<file path="config.mk">
export PLATFORM = sky130hd
export DESIGN_NAME = layer_share_arb
export DESIGN_NICKNAME = d
export VERILOG_FILES = /design/src/rtl/layer_arb_pkg.sv /design/src/rtl/rr_arb2.sv /design/src/rtl/layer_share_arb.sv
export SDC_FILE = /design/constraint.sdc
export NUM_CORES = 1
export LEC_CHECK = 0
export ABC_AREA = 1
export CORE_ASPECT_RATIO = 0.6
export CORE_MARGIN = 1
export CORE_UTILIZATION = 38
export CTS_CLUSTER_SIZE = 40
export DETAILED_ROUTE_END_ITERATION = 12
export GPL_ROUTABILITY_DRIVEN = 0
export PLACE_DENSITY_LB_ADDON = 0.05
export RECOVER_POWER = 100
export SYNTH_ARGS = -nofsm -noshare
export SYNTH_HDL_FRONTEND = slang
export SYNTH_SLANG_ARGS = --single-unit
export TNS_END_PERCENT = 30
</file>
<file path="constraint.sdc">
create_clock -name clk -period 2.9 [get_ports clk]
set_clock_uncertainty 0.1 [all_clocks]
set_input_delay 0.58 -clock clk [delete_from_list [all_inputs] [get_ports clk]]
set_output_delay 0.58 -clock clk [all_outputs]
set_load 0.01 [all_outputs]
</file>
<file path="src/rtl/layer_arb_pkg.sv">
// Shared types for the layer-engine share arbiter: FSM states and grant index.
package layer_arb_pkg;

    typedef enum logic [1:0] {
        IDLE    = 2'd0,
        FWD_IN  = 2'd1,
        FWD_OUT = 2'd2
    } arb_state_t;

    typedef logic grant_t;

    localparam grant_t GRANT_S0 = 1'b0;
    localparam grant_t GRANT_S1 = 1'b1;

    function automatic int max_int(input int a, input int b);
        return (a > b) ? a : b;
    endfunction

endpackage

</file>
<file path="src/rtl/rr_arb2.sv">
// Two-way round-robin picker; purely combinational, the caller registers the result.
module rr_arb2
    import layer_arb_pkg::*;
(
    input  logic [1:0] req,
    input  grant_t     last,
    output grant_t     grant
);

    // A lone requester wins outright; on a tie the one not served last wins.
    always_comb begin
        grant = GRANT_S0;
        case (req)
            2'b01:   grant = GRANT_S0;
            2'b10:   grant = GRANT_S1;
            2'b11:   grant = (last == GRANT_S0) ? GRANT_S1 : GRANT_S0;
            default: grant = GRANT_S0;
        endcase
    end

endmodule

</file>
<file path="src/rtl/layer_share_arb.sv">
// Shares one layer engine between two requesters, one whole vector job at a time:
// N input words are forwarded to the engine, then M result words are routed back.
module layer_share_arb
    import layer_arb_pkg::*;
#(
    parameter int T = 9,
    parameter int N = 5,
    parameter int M = 10
) (
    input  logic         clk,
    input  logic         reset,
    input  logic         s0_valid,
    input  logic [T-1:0] s0_data,
    output logic         s0_ready,
    input  logic         s1_valid,
    input  logic [T-1:0] s1_data,
    output logic         s1_ready,
    output logic         e_s_valid,
    output logic [T-1:0] e_data_in,
    input  logic         e_s_ready,
    input  logic         e_m_valid,
    input  logic [T-1:0] e_data_out,
    output logic         e_m_ready,
    output logic         m0_valid,
    output logic [T-1:0] m0_data,
    input  logic         m0_ready,
    output logic         m1_valid,
    output logic [T-1:0] m1_data,
    input  logic         m1_ready,
    output logic         owner,
    output logic         busy
);

    localparam int CW = $clog2(max_int(N, M) + 1);
    localparam logic [CW-1:0] IN_LAST  = CW'(N - 1);
    localparam logic [CW-1:0] OUT_LAST = CW'(M - 1);

    arb_state_t    state, state_n;
    grant_t        grant_q, grant_n;
    grant_t        last_grant, last_grant_n;
    grant_t        rr_grant;
    logic [CW-1:0] in_cnt, in_cnt_n;
    logic [CW-1:0] out_cnt, out_cnt_n;
    logic          sel_s_valid;
    logic          sel_m_ready;

    rr_arb2 u_rr (
        .req   ({s1_valid, s0_valid}),
        .last  (last_grant),
        .grant (rr_grant)
    );

    assign sel_s_valid = (grant_q == GRANT_S1) ? s1_valid : s0_valid;
    assign sel_m_ready = (grant_q == GRANT_S1) ? m1_ready : m0_ready;

    assign e_data_in = (grant_q == GRANT_S1) ? s1_data : s0_data;
    assign m0_data   = e_data_out;
    assign m1_data   = e_data_out;
    assign owner     = grant_q;
    assign busy      = (state != IDLE);

    // State, grant and beat counters; last_grant resets to s1 so s0 wins the first tie.
    always_ff @(posedge clk or posedge reset) begin
        if (reset) begin
            state      <= IDLE;
            grant_q    <= GRANT_S0;
            last_grant <= GRANT_S1;
            in_cnt     <= '0;
            out_cnt    <= '0;
        end else begin
            state      <= state_n;
            grant_q    <= grant_n;
            last_grant <= last_grant_n;
            in_cnt     <= in_cnt_n;
            out_cnt    <= out_cnt_n;
        end
    end

    // Next-state logic and handshake routing; only the owner's side of each stream is connected.
    always_comb begin
        state_n      = state;
        grant_n      = grant_q;
        last_grant_n = last_grant;
        in_cnt_n     = in_cnt;
        out_cnt_n    = out_cnt;
        s0_ready     = 1'b0;
        s1_ready     = 1'b0;
        e_s_valid    = 1'b0;
        e_m_ready    = 1'b0;
        m0_valid     = 1'b0;
        m1_valid     = 1'b0;

        case (state)
            IDLE: begin
                if (s0_valid || s1_valid) begin
                    grant_n = rr_grant;
                    state_n = FWD_IN;
                end
            end

            FWD_IN: begin
                e_s_valid = sel_s_valid;
                if (grant_q == GRANT_S1) begin
                    s1_ready = e_s_ready;
                end else begin
                    s0_ready = e_s_ready;
                end
                if (sel_s_valid && e_s_ready) begin
                    if (in_cnt == IN_LAST) begin
                        in_cnt_n = '0;
                        state_n  = FWD_OUT;
                    end else begin
                        in_cnt_n = in_cnt + 1'b1;
                    end
                end
            end

            FWD_OUT: begin
                e_m_ready = sel_m_ready;
                if (grant_q == GRANT_S1) begin
                    m1_valid = e_m_valid;
                end else begin
                    m0_valid = e_m_valid;
                end
                if (e_m_valid && sel_m_ready) begin
                    if (out_cnt == OUT_LAST) begin
                        out_cnt_n    = '0;
                        last_grant_n = grant_q;
                        state_n      = IDLE;
                    end else begin
                        out_cnt_n = out_cnt + 1'b1;
                    end
                end
            end

            default: begin
                state_n = IDLE;
            end
        endcase
    end

endmodule

</file>
==> out/qor.yml <==
outcome:
  status: "finished, final reports clean"
clock_network:
  numClockSinks: 12
  cts_root_buf: "clkbuf_8"
  cts_hold_buffers: 0
  cts_tree: "yes"
  path_clk_slew_ps: 50
  cts_made_buffers: 3
  clk_latency_ps: 240
  cts_resized: 0
  ctsLongestPathBuffers: 2
  h-tree-depth: 1
  postCtsSetupRepairBufs: 0
layout:
  antenna_cells: 0
  nets: 220
  layout_commonest_cell: "nand2_1"
  multi_input_area_um2: 470
  n_fill_cell: 256
  regArea_um2: 302
  instances_no_fill: 214
  final_core_util_pct: 54.5
  area_growth_pct: 34.7
  drive_gt1_share_pct: 5.49
  most-common-layout-cells: "nand2_1, clkdlybuf4s50_1, inv_1, dlygate4sd3_1, nand3_1"
timing:
  slew_violations: 0
  worstMarginPinSlew_ps: 488
  min_period_over_period_pct: 93.0
  clock.fmax_mhz: 371
  hold_violations: 0
  whs_ps: 439
  finalWorstPathRequiredPeriod_ps: 2700
  rsz0062_at_grt: "no"
  finalSetupTns_ps: 0
  relSlewSlack_pct: 67.4
  setup_violations: 0
yosys:
  synth_seq_cells: 12
  synth-seq-area-share_pct: 29.6
  syn_area_um2: 1020
  synth_nets: 193
  yosys_warnings: 0
  synth_cell_types: 22
  synth_area_per_cell_um2: 6.54
  synth_cells: 156
critical_path:
  crit_cells: 6
  startpoint_type: "input pin"
  worstSetupPathType: "in -> out"
  worstSetupEndpointType: "primary output"
  required_ps: 2220
  max_stage_delay_ps: 570
  worstPathCellList: "dlygate4sd3_1, nand2_1, o21ai_4, inv_1, nor2_1, clkdlybuf4s50_1"
  path_max_fanout: 3
  critical_path_buf_inv_count: 3
  reg2reg_depth: 6
  crit_arrival_ps: 2020
  slowest_stage: "dlygate4sd3_1"
  cp_top_family: "buffers and inverters"
global_routing:
  track_usage_pct: 18.3
  grt_start_max_net_pins: 15
  grt_overflow: 0
  grt_pass1_wl_um: 4080
  grt_pass1_vias: 931
  antenna_found_initial: 0
detailed_routing:
  detail_route.vias_per_cell: 4.64
  ant_nets: 0
  post-route-drc-count: 0
  drt_pass1_iterations: 4
  vias: 993
  routedWlPerCell_um: 11.2
  routed_wl_um: 2400
  first_iter_violations: 31
min_path:
  min_path_type: "reg -> reg"
  holdPathStages: 2
run:
  drv_cap: 0
floorplan:
  core_area_um2: 2520
  initial_core_util_pct: 40.4
  io_pins: 70
  placementRows: 14
  die_y_um: 42.1
  die_w_um: 68.9
  fp.dieArea_um2: 2900
placement:
  dp_cells: 210
  dp_hpwl_um: 1910
  portBuffers: 42
power_and_ir_drop:
  p_per_area_nw_per_um2: 727
  power_leakage_nw: 0.699
  vdd_ir_drop_max_uv: 412
-- cell usage after synthesis --
library cell,number,area share [%]
ha_1,2,2.5
o21ai_4,1,1.6
o21ai_1,2,0.98
inv_2,2,0.74
nor3_1,2,0.98
nand4_1,2,1.2
nand2_4,1,1.1
xor2_1,2,1.7
or2_0,1,0.61
o21ai_0,9,4.4
buf_4,18,13
o21bai_1,1,0.74
dfstp_2,1,2.6
dfrtp_1,11,27
buf_2,2,0.98
nand2_1,54,20
nor2_1,9,3.3
nand2_2,2,1.2
inv_1,19,7.0
nor2_2,2,1.2
nand3_1,12,5.9
buf_6,1,1.1
-- metal layers --
layer	track usage [%]	vias to the layer above	routed length [um]
li1	-	514	-
met1	27.0	442	1240
met2	26.2	20	998
met3	4.35	17	114
met4	5.31	0	51
met5	0	-	0
-- logic make-up (layout without fill, tap and decap cells) --
family	after synthesis	after routing	share of synthesized area (%)
AO/OA/AOI/OAI	13	13	7.73
XOR/XNOR	2	2	1.72
adder cells (fa/ha/maj)	2	2	2.45
buffers and inverters	42	68	23.1
flip-flops	12	12	29.6
AND/OR/NAND/NOR	85	85	35.5
-- worst register-to-register path: stages, from the launching register on --
cell and delay (ps):
dfrtp_1 480, inv_1 380, nand2_1 90, nand2_1 140, nand2_1 130, o21ai_0 160
nand2_1 60
-- path summary, 6_finish.rpt --
path / from / endpoint / slack (ps)
worst max-delay path: s1_valid / e_s_valid / 200
worst min-delay path: in_cnt[3]$_DFFE_PP0P_ / in_cnt[3]$_DFFE_PP0P_ / 440
worst max register to register: owner$_DFFE_PP0P_ / out_cnt[1]$_DFFE_PP0P_ / 1240
worst min register to register: in_cnt[3]$_DFFE_PP0P_ / in_cnt[3]$_DFFE_PP0P_ / 440
max in group asynchronous: reset / last_grant$_DFFE_PP1P_ / 1650
min in group asynchronous: reset / out_cnt[2]$_DFFE_PP0P_ / 700
-- state kept, by name, summed over array words and instances, names as in the netlist --
| name | count |
|---|---|
| in_cnt | 4 |
| out_cnt | 4 |
| state | 2 |
| last_grant | 1 |
| owner | 1 |
-- report_power, final --
group	total [W]	leakage [nW]	internal, W	switching (W)
Combinational	0.000528	0.526	0.000246	0.000282
Clock	0.000182	0.0288	0.000120	0.0000616
Sequential	0.000289	0.144	0.000219	0.0000701
-- final cells by class --
cell class              count  area share (%)
repair buffers             43            31.1
well taps                  32            2.91
inverters                  21            5.74
clock buffers               4            4.01
flip-flops and latches     12            21.9
multi-input cells         102            34.2
-- metrics by stage --
stage,power (W),setup WS (ps),cell area (um2)
after floorplan,0.000637,1220,1020
after global placement,0.000843,262,1330
after detailed placement,0.000854,213,1330
after CTS,0.00104,199,1390
after global routing,0.00109,90.0,1370
final,0.000999,204,1370
Note: power is estimated with default switching activity, not from simulation.
